File: src/rtl/div32_iter.sv
// div32_iter: iterative 32-bit radix-2 restoring divider for MIPS DIV/DIVU.
//
// One quotient bit is produced per cycle from a 33-bit trial subtraction
// built out of two chained 16-bit carry-lookahead adders. Operands are
// reduced to magnitudes when signed, and signs are restored in FIX.
//
// Ports:
//   clk          rising-edge clock
//   resetn       asynchronous active-low reset
//   start        request, sampled only in IDLE or DONE
//   signed_div   1 = DIV (two's complement), 0 = DIVU; latched with start
//   dividend     32-bit dividend, latched with start
//   divisor      32-bit divisor, latched with start
//   annul        abort; overrides everything except reset
//   busy         high in CALC and FIX
//   ready        one-cycle result-valid pulse (DONE)
//   quotient     registered quotient, held until the next result write
//   remainder    registered remainder, held until the next result write
//   div_by_zero  registered flag for the last result

// cla16: 16-bit carry-lookahead adder, four 4-bit groups with a second
// level of lookahead across the groups.
//
// Ports:
//   a, b   addends
//   cin    carry in
//   sum    a + b + cin (low 16 bits)
//   cout   carry out of bit 15
module cla16 (
  input  logic [15:0] a,
  input  logic [15:0] b,
  input  logic        cin,
  output logic [15:0] sum,
  output logic        cout
);

  logic [15:0] g;
  logic [15:0] p;
  logic [15:0] c;
  logic [3:0]  gg;
  logic [3:0]  pp;
  logic [4:0]  cg;

  // carries into bits 1..3 of a 4-bit group, returned as {c3, c2, c1}
  function automatic logic [2:0] inner3(input logic [3:0] gi,
                                        input logic [3:0] pi,
                                        input logic       c0);
    logic [2:0] cc;
    cc[0] = gi[0] | (pi[0] & c0);
    cc[1] = gi[1] | (pi[1] & gi[0]) | (pi[1] & pi[0] & c0);
    cc[2] = gi[2] | (pi[2] & gi[1]) | (pi[2] & pi[1] & gi[0])
          | (pi[2] & pi[1] & pi[0] & c0);
    return cc;
  endfunction

  assign g = a & b;
  assign p = a ^ b;

  for (genvar j = 0; j < 4; j++) begin : g_grp
    assign gg[j] = g[4*j+3]
                 | (p[4*j+3] & g[4*j+2])
                 | (p[4*j+3] & p[4*j+2] & g[4*j+1])
                 | (p[4*j+3] & p[4*j+2] & p[4*j+1] & g[4*j]);
    assign pp[j] = &p[4*j +: 4];
    assign c[4*j] = cg[j];
    assign c[4*j+1 +: 3] = inner3(g[4*j +: 4], p[4*j +: 4], cg[j]);
  end

  // second-level lookahead: carries into each group
  assign cg[0] = cin;
  assign cg[1] = gg[0] | (pp[0] & cin);
  assign cg[2] = gg[1] | (pp[1] & gg[0]) | (pp[1] & pp[0] & cin);
  assign cg[3] = gg[2] | (pp[2] & gg[1]) | (pp[2] & pp[1] & gg[0])
               | (pp[2] & pp[1] & pp[0] & cin);
  assign cg[4] = gg[3] | (pp[3] & gg[2]) | (pp[3] & pp[2] & gg[1])
               | (pp[3] & pp[2] & pp[1] & gg[0])
               | (pp[3] & pp[2] & pp[1] & pp[0] & cin);

  assign sum  = p ^ c;
  assign cout = cg[4];

endmodule

// div32_iter top. State table:
//   state | meaning
//   IDLE  | waiting for start
//   CALC  | 32 restoring iterations, one quotient bit per cycle
//   FIX   | apply signs, write quotient/remainder
//   DONE  | ready pulse; a new start may be accepted here
module div32_iter (
  input  logic        clk,
  input  logic        resetn,
  input  logic        start,
  input  logic        signed_div,
  input  logic [31:0] dividend,
  input  logic [31:0] divisor,
  input  logic        annul,
  output logic        busy,
  output logic        ready,
  output logic [31:0] quotient,
  output logic [31:0] remainder,
  output logic        div_by_zero
);

  typedef enum logic [1:0] {
    IDLE = 2'd0,
    CALC = 2'd1,
    FIX  = 2'd2,
    DONE = 2'd3
  } state_t;

  state_t      state;
  logic [4:0]  count;
  logic [31:0] r;
  logic [31:0] q;
  logic [31:0] dmag;
  logic        sign_q;
  logic        sign_r;

  logic [31:0] a_mag;
  logic [31:0] b_mag;
  logic [31:0] shifted;
  logic [15:0] diff_lo;
  logic [15:0] diff_hi;
  logic        c16;
  logic        c32;
  logic        no_borrow;

  // magnitudes of the incoming operands; 0x80000000 stays 0x80000000
  assign a_mag = (signed_div && dividend[31]) ? (~dividend + 32'd1) : dividend;
  assign b_mag = (signed_div && divisor[31])  ? (~divisor + 32'd1)  : divisor;

  // low 32 bits of {R, Q[31]}; R[31] is the 33rd bit of the trial value
  assign shifted = {r[30:0], q[31]};

  cla16 u_sub_lo (
    .a    (shifted[15:0]),
    .b    (~dmag[15:0]),
    .cin  (1'b1),
    .sum  (diff_lo),
    .cout (c16)
  );

  cla16 u_sub_hi (
    .a    (shifted[31:16]),
    .b    (~dmag[31:16]),
    .cin  (c16),
    .sum  (diff_hi),
    .cout (c32)
  );

  // top bit: R[31] + 1 (inverted zero) + c32; its carry out is the no-borrow flag.
  // When it is set the 33-bit difference is below the divisor, so bit 32 is 0.
  assign no_borrow = r[31] | c32;

  always_ff @(posedge clk or negedge resetn) begin
    if (!resetn) begin
      state       <= IDLE;
      busy        <= 1'b0;
      ready       <= 1'b0;
      quotient    <= 32'd0;
      remainder   <= 32'd0;
      div_by_zero <= 1'b0;
      count       <= 5'd0;
      r           <= 32'd0;
      q           <= 32'd0;
      dmag        <= 32'd0;
      sign_q      <= 1'b0;
      sign_r      <= 1'b0;
    end else if (annul) begin
      state <= IDLE;
      busy  <= 1'b0;
      ready <= 1'b0;
    end else begin
      case (state)
        IDLE, DONE: begin
          state <= IDLE;
          busy  <= 1'b0;
          ready <= 1'b0;
          if (start) begin
            sign_q <= signed_div & (dividend[31] ^ divisor[31]);
            sign_r <= signed_div & dividend[31];
            dmag   <= b_mag;
            if (divisor == 32'd0) begin
              state       <= DONE;
              ready       <= 1'b1;
              quotient    <= 32'd0;
              remainder   <= dividend;
              div_by_zero <= 1'b1;
            end else begin
              state <= CALC;
              busy  <= 1'b1;
              count <= 5'd0;
              r     <= 32'd0;
              q     <= a_mag;
            end
          end
        end

        CALC: begin
          r     <= no_borrow ? {diff_hi, diff_lo} : shifted;
          q     <= {q[30:0], no_borrow};
          count <= count + 5'd1;
          if (count == 5'd31) begin
            state <= FIX;
          end
        end

        FIX: begin
          quotient    <= sign_q ? (~q + 32'd1) : q;
          remainder   <= sign_r ? (~r + 32'd1) : r;
          div_by_zero <= 1'b0;
          state       <= DONE;
          busy        <= 1'b0;
          ready       <= 1'b1;
        end

        default: begin
          state <= IDLE;
          busy  <= 1'b0;
          ready <= 1'b0;
        end
      endcase
    end
  end

endmodule

File: config.mk
export PLATFORM = sky130hd
export DESIGN_NAME = div32_iter
export DESIGN_NICKNAME = d
export VERILOG_FILES = /design/src/rtl/div32_iter.sv
export SDC_FILE = /design/constraint.sdc
export NUM_CORES = 1
export LEC_CHECK = 0
export CORE_ASPECT_RATIO = 1.2
export CORE_MARGIN = 2
export CORE_UTILIZATION = 53
export CTS_BUF_LIST = sky130_fd_sc_hd__clkbuf_4
export DETAILED_ROUTE_END_ITERATION = 12
export PLACE_DENSITY = 0.82
export SYNTH_ARGS = -nofsm -noshare
export SYNTH_HDL_FRONTEND = slang
export SYNTH_HIERARCHICAL = 1
export SYNTH_SLANG_ARGS = --single-unit
File: constraint.sdc
create_clock -name clk -period 4.3 [get_ports clk]
set_clock_uncertainty 0.2 [all_clocks]
set_input_delay 0.645 -clock clk [delete_from_list [all_inputs] [get_ports clk]]
set_output_delay 0.645 -clock clk [all_outputs]
set_load 0.03 [all_outputs]
---- After elaboration in Yosys (flattened, before gate mapping) ----
Index checks and enable logic that the tools add are counted.
operators by class
  add/subtract/negate cells ............... 5
  eq/ne operators ......................... 8
  mux-type cells .......................... 36
  bitwise operators ....................... 246
  reductions and logical operators ........ 19
operators by type and width
  cell                     number
  $mux W32                 13
  $pmux W32 S2             4
  $and A1 B1 Y1            139
  $add A32 B1 Y32 const B  4
  $not A32 Y32             4
  $or A1 B1 Y1             93
  $xor A16 B16 Y16         4
  $reduce_and A4 Y1        10
  $and A16 B16 Y16         2
  $logic_not A32 Y1        1
  $not A16 Y16             2
  $mux W5                  2
  $pmux W5 S2              1
  $mux W1                  8
  $mux W2                  4
  $ne A2 B2 Y1 const B     3
  $pmux W1 S2              3
  $pmux W2 S3              1
  $add A5 B1 Y5 const B    1
  $eq A5 B5 Y1 const B     1
  $eq A2 B2 Y1 const B     2
  $reduce_bool A2 Y1       2
  $ne A3 B3 Y1 const B     1
  $reduce_and A3 Y1        1
  7 further kinds          8
storage, ports and cells
  register bits after elaboration ......... 172
  bits of input ports ..................... 69
  output and inout port bits .............. 67

---- Longest topological paths before layout ----
Gate-level depths: netlist of the first run.
  word-level depth ........................ 18
  depth in mapped cells ................... 19
  depth with buffers taken out ............ 18

---- By module ----
Netlist of the first run, hierarchy kept.
modules (own cells, without submodules)
  module      times used  cells an instance  area each (um^2)
  div32_iter  1           1,214              10,351.2
  cla16       2           74                 633.1

---- Worst setup path after synthesis of the first run ----
Ideal clock, no wire load.
  path type ............................... flip-flop to flip-flop
  start ................................... reg r[8]
  end ..................................... reg r[5]
  arrival ................................. 3.918 ns
  path slack .............................. 0.100 ns
  stages on the path, launching flop included .. 18
  buffers on the path ..................... 1
  clock period less this slack ............ 4.200 ns
  cell sequence ........................... dfrtp_1 -> ha_1 -> a21o_1 -> a21o_1 -> a21o_1 -> a311o_1 -> a31oi_2 -> o21bai_1 -> a211oi_2 -> o21ai_1 -> a21o_1 -> a311o_1 -> a31oi_2 -> o21bai_1 -> nor3_1 -> clkbuf_1 -> a22oi_1 -> o21ai_0
between the ends
  longest elaborated chain between the ends .. 14
  elaborated cells on any way between the ends .. 23
  those cells by class .................... mux: 2; bitwise: 20; reduce/logical: 1
ends and longest elaborated chain
  item                                                  line    RTL
  from (decl)                                           114     logic [31:0] r;
  from (signal assigned)                                201     r <= no_borrow ? {diff_hi, diff_lo} : shifted;
  $and A16 B16 Y16 or $xor A16 B16 Y16 (tied branches)  56, 57
  $and A1 B1 Y1 (on tied branches)                      62, 63
  $or A1 B1 Y1 or $and A1 B1 Y1 (tied branches)         62, 63
  $or A1 B1 Y1                                          63      | (p[4*j+3] & p[4*j+2] & p[4*j+1] & g[4*j]);
  $and A1 B1 Y1                                         75      assign cg[4] = gg[3] | (pp[3] & gg[2]) | (pp[3] & pp[2] & gg[1])
  $or A1 B1 Y1 (2 in a row)                             75
  $or A1 B1 Y1                                          76      | (pp[3] & pp[2] & pp[1] & gg[0])
  $or A1 B1 Y1 *                                        77      | (pp[3] & pp[2] & pp[1] & pp[0] & cin);
  net c16                                               125     logic c16;
  $and A1 B1 Y1 *                                       77
  $or A1 B1 Y1 *                                        77
  net c32                                               126     logic c32;
  $or A1 B1 Y1 *                                        154     assign no_borrow = r[31] | c32;
  $mux W32 *                                            201
  $pmux W32 S2 *                                        175     case (state)
The timed path passes the listed nets; every way through them passes the cells marked *.
A chain may end at the register's enable or synchronous reset.

---- Worst setup path in the final report of the first run ----
  start ................................... reg dmag[9]
  end ..................................... reg r[0]
between the ends
  longest elaborated chain between the ends .. 15
  elaborated cells on any way between the ends .. 24
  those cells by class .................... mux: 2; bitwise: 21; reduce/logical: 1
ends and longest elaborated chain
  item                                                  line    RTL
  from (decl)                                           116     logic [31:0] dmag;
  from (signal assigned)                                183     dmag <= b_mag;
  $not A16 Y16 *                                        138     .b (~dmag[15:0]),
  $and A16 B16 Y16 or $xor A16 B16 Y16 (tied branches)  56, 57
  $and A1 B1 Y1 (on tied branches)                      62, 63
  $or A1 B1 Y1 or $and A1 B1 Y1 (tied branches)         62, 63
  $or A1 B1 Y1                                          63
  $and A1 B1 Y1                                         75
  $or A1 B1 Y1 (2 in a row)                             75
  $or A1 B1 Y1                                          76
  $or A1 B1 Y1 *                                        77
  net c16                                               125
  $and A1 B1 Y1 *                                       77
  $or A1 B1 Y1 *                                        77
  net c32                                               126
  $or A1 B1 Y1 *                                        154
  $mux W32 *                                            201
  $pmux W32 S2 *                                        175
Marks and branches as above.

==> impl_metrics.yaml, run 1 <==
yosys:
  yosysUniqueCellTypes: 67
  synth_edf_count: 0
  postSynthCellCount: 1362
  synth_top_area_share: 0.370
  synth_top_family_by_area: "compound AO/OA/AOI/OAI gates"
  ys_seq_area_frac: 0.370
  synth_top_cells_by_count: "nand2_1 (222), dfrtp_1 (172), o21ai_0 (163)"
  yosysMostFrequentCell: "nand2_1"
  synthFlopType: "dfrtp_1"
  muxShareOfSynthArea: 0.0271
  synth_compound_area_frac: 0.216
  synth_async_sr_flop_share: 1.00
  ys_seq_elements: 172
  synth-xor-area-share: 0.101
  synth-simple-area-share: 0.179
  yosys_warnings: 6
  synth_top_area_cell: "dfrtp_1"
  syn_area_per_cell_um2: 8.53
  syn_area_mm2: 0.0116
  synthAdderAreaFrac: 0.0569
  synthTopCellsByArea: "dfrtp_1 (37%), nand2_1 (7.2%), o21ai_0 (7.0%), xnor2_1 (6.0%), ha_1 (4.3%)"
place:
  port_buffers: 135
  gp_congestion: 0.898
  hpwl_mm: 22.1
  dp_slack_ns: 0.0346
  placedCellCount: 1729
worst_setup_path:
  r2r.worst_path.cells: 19
  r2r-start: "dmag[9]"
  crit_chain: "inv_1, ha_4, a21o_1, a21o_1, a21o_1, a311o_1, a31oi_4, o21bai_4, a211oi_2, o21ai_1, a21o_1, a311o_1, a31oi_2, o21bai_2, nor2_2, nor2_4, buf_12, a221oi_1, a21oi_1"
  cp.depth: 19
  critPathKind: "reg -> reg"
  crit_start: "dmag[9]"
  cp.required_ns: 4.58
  worstPathArrival_ns: 4.44
  crit_family: "compound AO/OA/AOI/OAI gates"
  max_stage_delay_ns: 0.40
  crit_path_top_delay_cell: "dfrtp_1"
  crit_top_cell: "a21o_1"
  critPathBufInv: 2
  worst-path-max-fanout: 15
  cp-end-kind: "flip-flop"
  cp-start-kind: "flip-flop"
cells_and_area:
  finish.utilization: 0.638
  layout.cells.non_filler: 1767
  regArea_mm2: 0.00430
  nFillCells: 1832
  multi_input_area_mm2: 0.00683
  area_growth_pct: 18.7
  fin_nets: 1595
  layout-drive-gt1-share: 0.0785
drt:
  vias: 10400
  drt_iter0_drc: 778
  drc_errors: 0
  antenna_left: 0
  wl_mm: 29.5
  vias_per_cell: 5.91
  wire_per_inst_um: 16.7
  first_pass_iters: 8
pwr:
  power_frac_seq: 0.316
  p_leak_nw: 5.95
  p_switching_mw: 4.24
  pwr-share-comb: 0.575
  internal_power_mw: 4.84
  ir_worst_vdd_mv: 0.467
  switching_share: 0.467
  p_per_area_mw_per_mm2: 659
  p_clk_frac: 0.109
clock_tree:
  cts.clk_slew.worst_paths_ns: 0.14
  cts_tree: "built"
  cts.htree.levels: 4
  clk_path_buf_depth: 2
  cts_sinks: 172
  cts-root-buf: "clkbuf_4"
  tritoncts.num_buffers: 17
  insertion_delay_ns: 0.59
global_routing:
  gr-total-overflow: 0
  grt.total_usage: 0.251
  grt_pass1_wl_mm: 48.0
  antenna_found_initial: 1
  grt_max_degree: 92
  grt_pass1_vias: 9773
floorplanning:
  io_pins: 136
  die_y_um: 166
  row_count: 59
  die_area_mm2: 0.0231
  coreArea_mm2: 0.0216
  initial_core_util: 0.537
  die_w_um: 139
timing:
  setup_viol: 0
  setup_slack_ns: 0.144
  max_freq_ghz: 0.241
  finalCritPeriodShare: 0.966
  rsz0062_at_grt: "true"
  finalHoldViolCount: 0
  final.setup.tns_ns: 0
  max-slew-margin-rel: 0.302
  report.final.slew_viol_count: 0
  worst_pin_slew_ns: 1.04
  min_period_ns: 4.16
status:
  status: "completed"
run:
  cap_violations: 0
hold_path:
  whs_path_depth: 2
  hp-start: "quotient[1]"
  hold_class: "reg -> reg"
logic make-up (layout without fill, tap and decap cells):
family / after synthesis / after routing
flip-flops: 172 / 172
XOR/XNOR: 134 / 134
other: 1 / 5
adder cells (fa/ha/maj): 48 / 48
AO/OA/AOI/OAI: 380 / 380
multiplexers: 31 / 31
AND/OR/NAND/NOR: 453 / 453
buffers and inverters: 143 / 270
layout by cell type (no fill, tap or decap), types with 5 or more instances in the layout:
master,n
a31oi_1,5
nor2_1,79
fa_1,8
buf_4,33
clkdlybuf4s50_1,134
ha_1,38
o21ai_1,9
xnor2_1,80
a22oi_1,30
dfrtp_1,172
o31ai_1,32
nor3_1,27
a21o_1,22
or4_1,12
buf_12,8
o21ai_0,162
a211oi_1,7
nand3_1,25
or3_1,19
nand4_1,7
xor2_1,54
nor4_1,17
inv_1,60
mux2i_1,27
a22o_1,6
a21oi_1,49
o221ai_1,6
nand2b_1,12
nand2_1,222
o41ai_1,13
clkbuf_4,19
layer usage:
layer	GRT usage	routed length, um	up-vias
met1	0.326	12400	4973
met4	0.0900	817	0
met2	0.432	14600	355
met5	0	0	-
li1	-	-	5045
met3	0.0323	1620	62
final timing paths:
path | slack, ns | endpoint
setup / recovery | 0.14 | r[0]
hold / removal | 0.28 | quotient[1]
setup reg to reg | 0.14 | r[0]
hold reg to reg | 0.28 | quotient[1]
max in group asynchronous | 2.48 | r[26]
min in group asynchronous | 0.48 | quotient[8]
worst reg2reg max path: stages (launching register included):
cell and delay (ns):
dfrtp_1 0.40, inv_1 0.10, ha_4 0.22, a21o_1 0.15, a21o_1 0.18, a21o_1 0.19, a311o_1 0.36, a31oi_4 0.22
o21bai_4 0.10, a211oi_2 0.25, o21ai_1 0.09, a21o_1 0.18, a311o_1 0.33, a31oi_2 0.21, o21bai_2 0.11, nor2_2 0.14
nor2_4 0.09, buf_12 0.18, a221oi_1 0.30, a21oi_1 0.07
registers in the layout (all words and copies together) (netlist names):
signal	count
ready	1
dmag	32
div_by_zero	1
quotient	32
remainder	32
count	5
r	32
state	2
sign_r	1
q	32
sign_q	1
busy	1
power by group through the flow:
stage	logic (mW)	clock network, mW	registers [mW]
floorplan	3.12	0	3.27
global placement	4.99	0	2.86
detailed placement	5.16	0	2.90
CTS	5.17	1.00	2.86
global route	5.74	1.07	2.97
finish	5.22	0.989	2.87
metrics by stage:
stage	hold slack [ns]	instance area, um2	power [mW]
2_1_floorplan	0.149	11600	6.39
3_5_place_dp	0.258	13400	8.06
4_1_cts	0.291	13700	9.04
6_report	0.285	13800	9.09
5_1_grt	0.324	13800	9.78
3_3_place_gp	0.250	13400	7.85
area by class of cell:
type                            count  share of cell area
Multi-Input combinational cell   1049               0.495
Sequential cell                   172               0.312
Timing Repair Buffer              178               0.130
Clock inverter                     13              0.0109
Clock buffer                       19              0.0103
Antenna cell                        2            0.000363
Inverter                           60              0.0163
Tap cell                          274              0.0249
timing repair:
| action | 4_1_cts | 5_1_grt |
|---|---|---|
| endpoints found under the hold margin | 90 | 0 |
| hold buffers | 1 | 0 |
| resized for setup | 0 | 9 |
| setup endpoints to repair | 0 | 33 |
| buffers inserted | 0 | 2 |
Note: power is estimated with default switching activity, not from simulation.
==> inputs of run 2 (changes only) <==
--- a/config.mk
+++ b/config.mk
@@ -7,10 +7,12 @@
 export LEC_CHECK = 0
 export CORE_ASPECT_RATIO = 1.2
 export CORE_MARGIN = 2
-export CORE_UTILIZATION = 53
-export CTS_BUF_LIST = sky130_fd_sc_hd__clkbuf_4
+export CORE_UTILIZATION = 52
+export CTS_BUF_LIST = sky130_fd_sc_hd__clkbuf_8 sky130_fd_sc_hd__clkbuf_16
+export CTS_CLUSTER_DIAMETER = 200
 export DETAILED_ROUTE_END_ITERATION = 12
-export PLACE_DENSITY = 0.82
+export HOLD_SLACK_MARGIN = 0.06
+export PLACE_DENSITY = 0.81
 export SYNTH_ARGS = -nofsm -noshare
 export SYNTH_HDL_FRONTEND = slang
 export SYNTH_HIERARCHICAL = 1
==> run 2 against run 1 <==
Critical path depth fell by 1. Clock-buffer cell count rose by 2. Core utilization up 1.2 points. Critical path type unchanged. Largest cell class unchanged.
==> impl_metrics.yaml, run 2 (synthesis gave the netlist of run 1 again) <==
global_routing:
  grt_pass1_vias: 9828
  grt.total_usage: 0.253
  grt_pass1_wl_mm: 48.5
  grt_max_degree: 103
  gr-total-overflow: 0
  antenna_found_initial: 0
drt:
  first_pass_iters: 5
  vias: 10400
  wire_per_inst_um: 17.1
  vias_per_cell: 5.89
  drc_errors: 0
  drt_iter0_drc: 663
  wl_mm: 30.2
  antenna_left: 0
worst_setup_path:
  worstPathArrival_ns: 4.27
  cp-start-kind: "flip-flop"
  crit_path_top_delay_cell: "dfrtp_1"
  crit_chain: "ha_4, a21o_1, a21o_1, a21o_1, a311o_1, a31oi_4, o21bai_2, a211oi_2, o21ai_1, a21o_1, a311o_1, a31oi_2, o21bai_1, nor2_1, nor2_4, buf_4, a22oi_1, o21ai_0"
  max_stage_delay_ns: 0.42
  rrSetupSlack_ns: 0.13
  cp-end-kind: "flip-flop"
  crit_top_cell: "a21o_1"
  crit_family: "compound AO/OA/AOI/OAI gates"
  critPathKind: "reg -> reg"
  worst-path-max-fanout: 5
  critPathBufInv: 1
  cp.required_ns: 4.40
clock_tree:
  cts.htree.levels: 4
  insertion_delay_ns: 0.43
  cts_tree: "built"
  clk_path_buf_depth: 2
  cts-root-buf: "clkbuf_16"
  cts.clk_slew.worst_paths_ns: 0.07
  tritoncts.num_buffers: 17
  cts_sinks: 172
timing:
  max_freq_ghz: 0.240
  finalHoldViolCount: 0
  finalCritPeriodShare: 0.970
  setup_viol: 0
  setup_slack_ns: 0.128
  min_period_ns: 4.17
  report.final.slew_viol_count: 0
  max-slew-margin-rel: 0.274
  worst_pin_slew_ns: 1.09
  final.setup.tns_ns: 0
status:
  status: "completed"
cells_and_area:
  final_cell_mix: "nand2_1 (222), dfrtp_1 (172), o21ai_0 (159)"
  layout-drive-gt1-share: 0.0824
  layout.cells.non_filler: 1767
  design_area_mm2: 0.0141
  area_growth_pct: 21.8
  mostFrequentLayoutCell: "nand2_1"
  finish.utilization: 0.650
  fin_nets: 1598
  diodes: 0
floorplanning:
  die_y_um: 168
  die_w_um: 140
  initial_core_util: 0.533
  io_pins: 136
  coreArea_mm2: 0.0218
  row_count: 59
  die_area_mm2: 0.0236
pwr:
  p_per_area_mw_per_mm2: 696
  power_frac_seq: 0.294
  switching_share: 0.443
  internal_power_mw: 5.49
  p_switching_mw: 4.36
  p_leak_nw: 6.11
  p_clk_frac: 0.170
  ir_worst_vdd_mv: 0.303
  pwr-share-comb: 0.535
place:
  placedCellCount: 1731
  port_buffers: 135
  dp_slack_ns: 0.0910
  placed_cell_area_mm2: 0.0134
  gp_congestion: 0.904
  hpwl_mm: 21.8
hold_path:
  hold_class: "in -> async"
run:
  cap_violations: 0
-- run 2: cell count changes in the layout (fill, tap and decap cells not counted), sizes merged --
cell,before,now
clkinv,8,2
buf,42,46
clkbuf,20,22
diode,2,0
bufinv,3,4
clkinvlp,2,3
dlygate4sd3,1,0
inv,60,61
-- run 2: layout make-up --
class | instances | area, um2
Timing Repair Buffer | 181 | 1800
Clock inverter | 10 | 164
Inverter | 60 | 225
Sequential cell | 172 | 4300
Tap cell | 274 | 343
Fill cell | 1783 | 7630
Multi-Input combinational cell | 1049 | 6830
Clock buffer | 21 | 480
-- run 2: what timing repair did --
action                                  CTS  global route
endpoints found under the setup margin    0            33
buffers inserted                          0             4
resized for setup                         0            13
hold buffers                              0             0
-- run 2: path summary, 6_finish.rpt --
| kind | depth (start not counted) | startpoint | endpoint |
|---|---|---|---|
| setup / recovery | 18 | r[8] | r[29] |
| setup reg to reg | 18 | r[8] | r[29] |
| max in group asynchronous | 2 | resetn | q[21] |
| min in group clk | 2 | quotient[2] | quotient[2] |
| hold reg to reg | 2 | quotient[2] | quotient[2] |
| hold / removal | 1 | resetn | quotient[11] |
-- run 2: through the flow --
| stage | total power [mW] | hold slack [ns] |
|---|---|---|
| 2_1_floorplan | 6.39 | 0.149 |
| 3_3_place_gp | 7.88 | 0.251 |
| 3_5_place_dp | 8.05 | 0.257 |
| 4_1_cts | 9.78 | 0.156 |
| 5_1_grt | 10.5 | 0.205 |
| 6_report | 9.85 | 0.124 |
-- run 2: layer usage --
| layer | wire [um] | global-route usage | vias to the layer above |
|---|---|---|---|
| li1 | - | - | 5049 |
| met1 | 12500 | 0.323 | 4915 |
| met2 | 15100 | 0.430 | 378 |
| met3 | 1670 | 0.0352 | 68 |
| met4 | 949 | 0.110 | 0 |
| met5 | 0 | 0 | - |
-- run 2: power by group through the flow --
| stage | Clock (mW) | Sequential, mW | Combinational [mW] |
|---|---|---|---|
| 3_3_place_gp | 0 | 2.87 | 5.01 |
| 6_report | 1.68 | 2.90 | 5.27 |
| 5_1_grt | 1.76 | 2.99 | 5.79 |
| 4_1_cts | 1.70 | 2.89 | 5.20 |
| 2_1_floorplan | 0 | 3.27 | 3.12 |
| 3_5_place_dp | 0 | 2.91 | 5.14 |
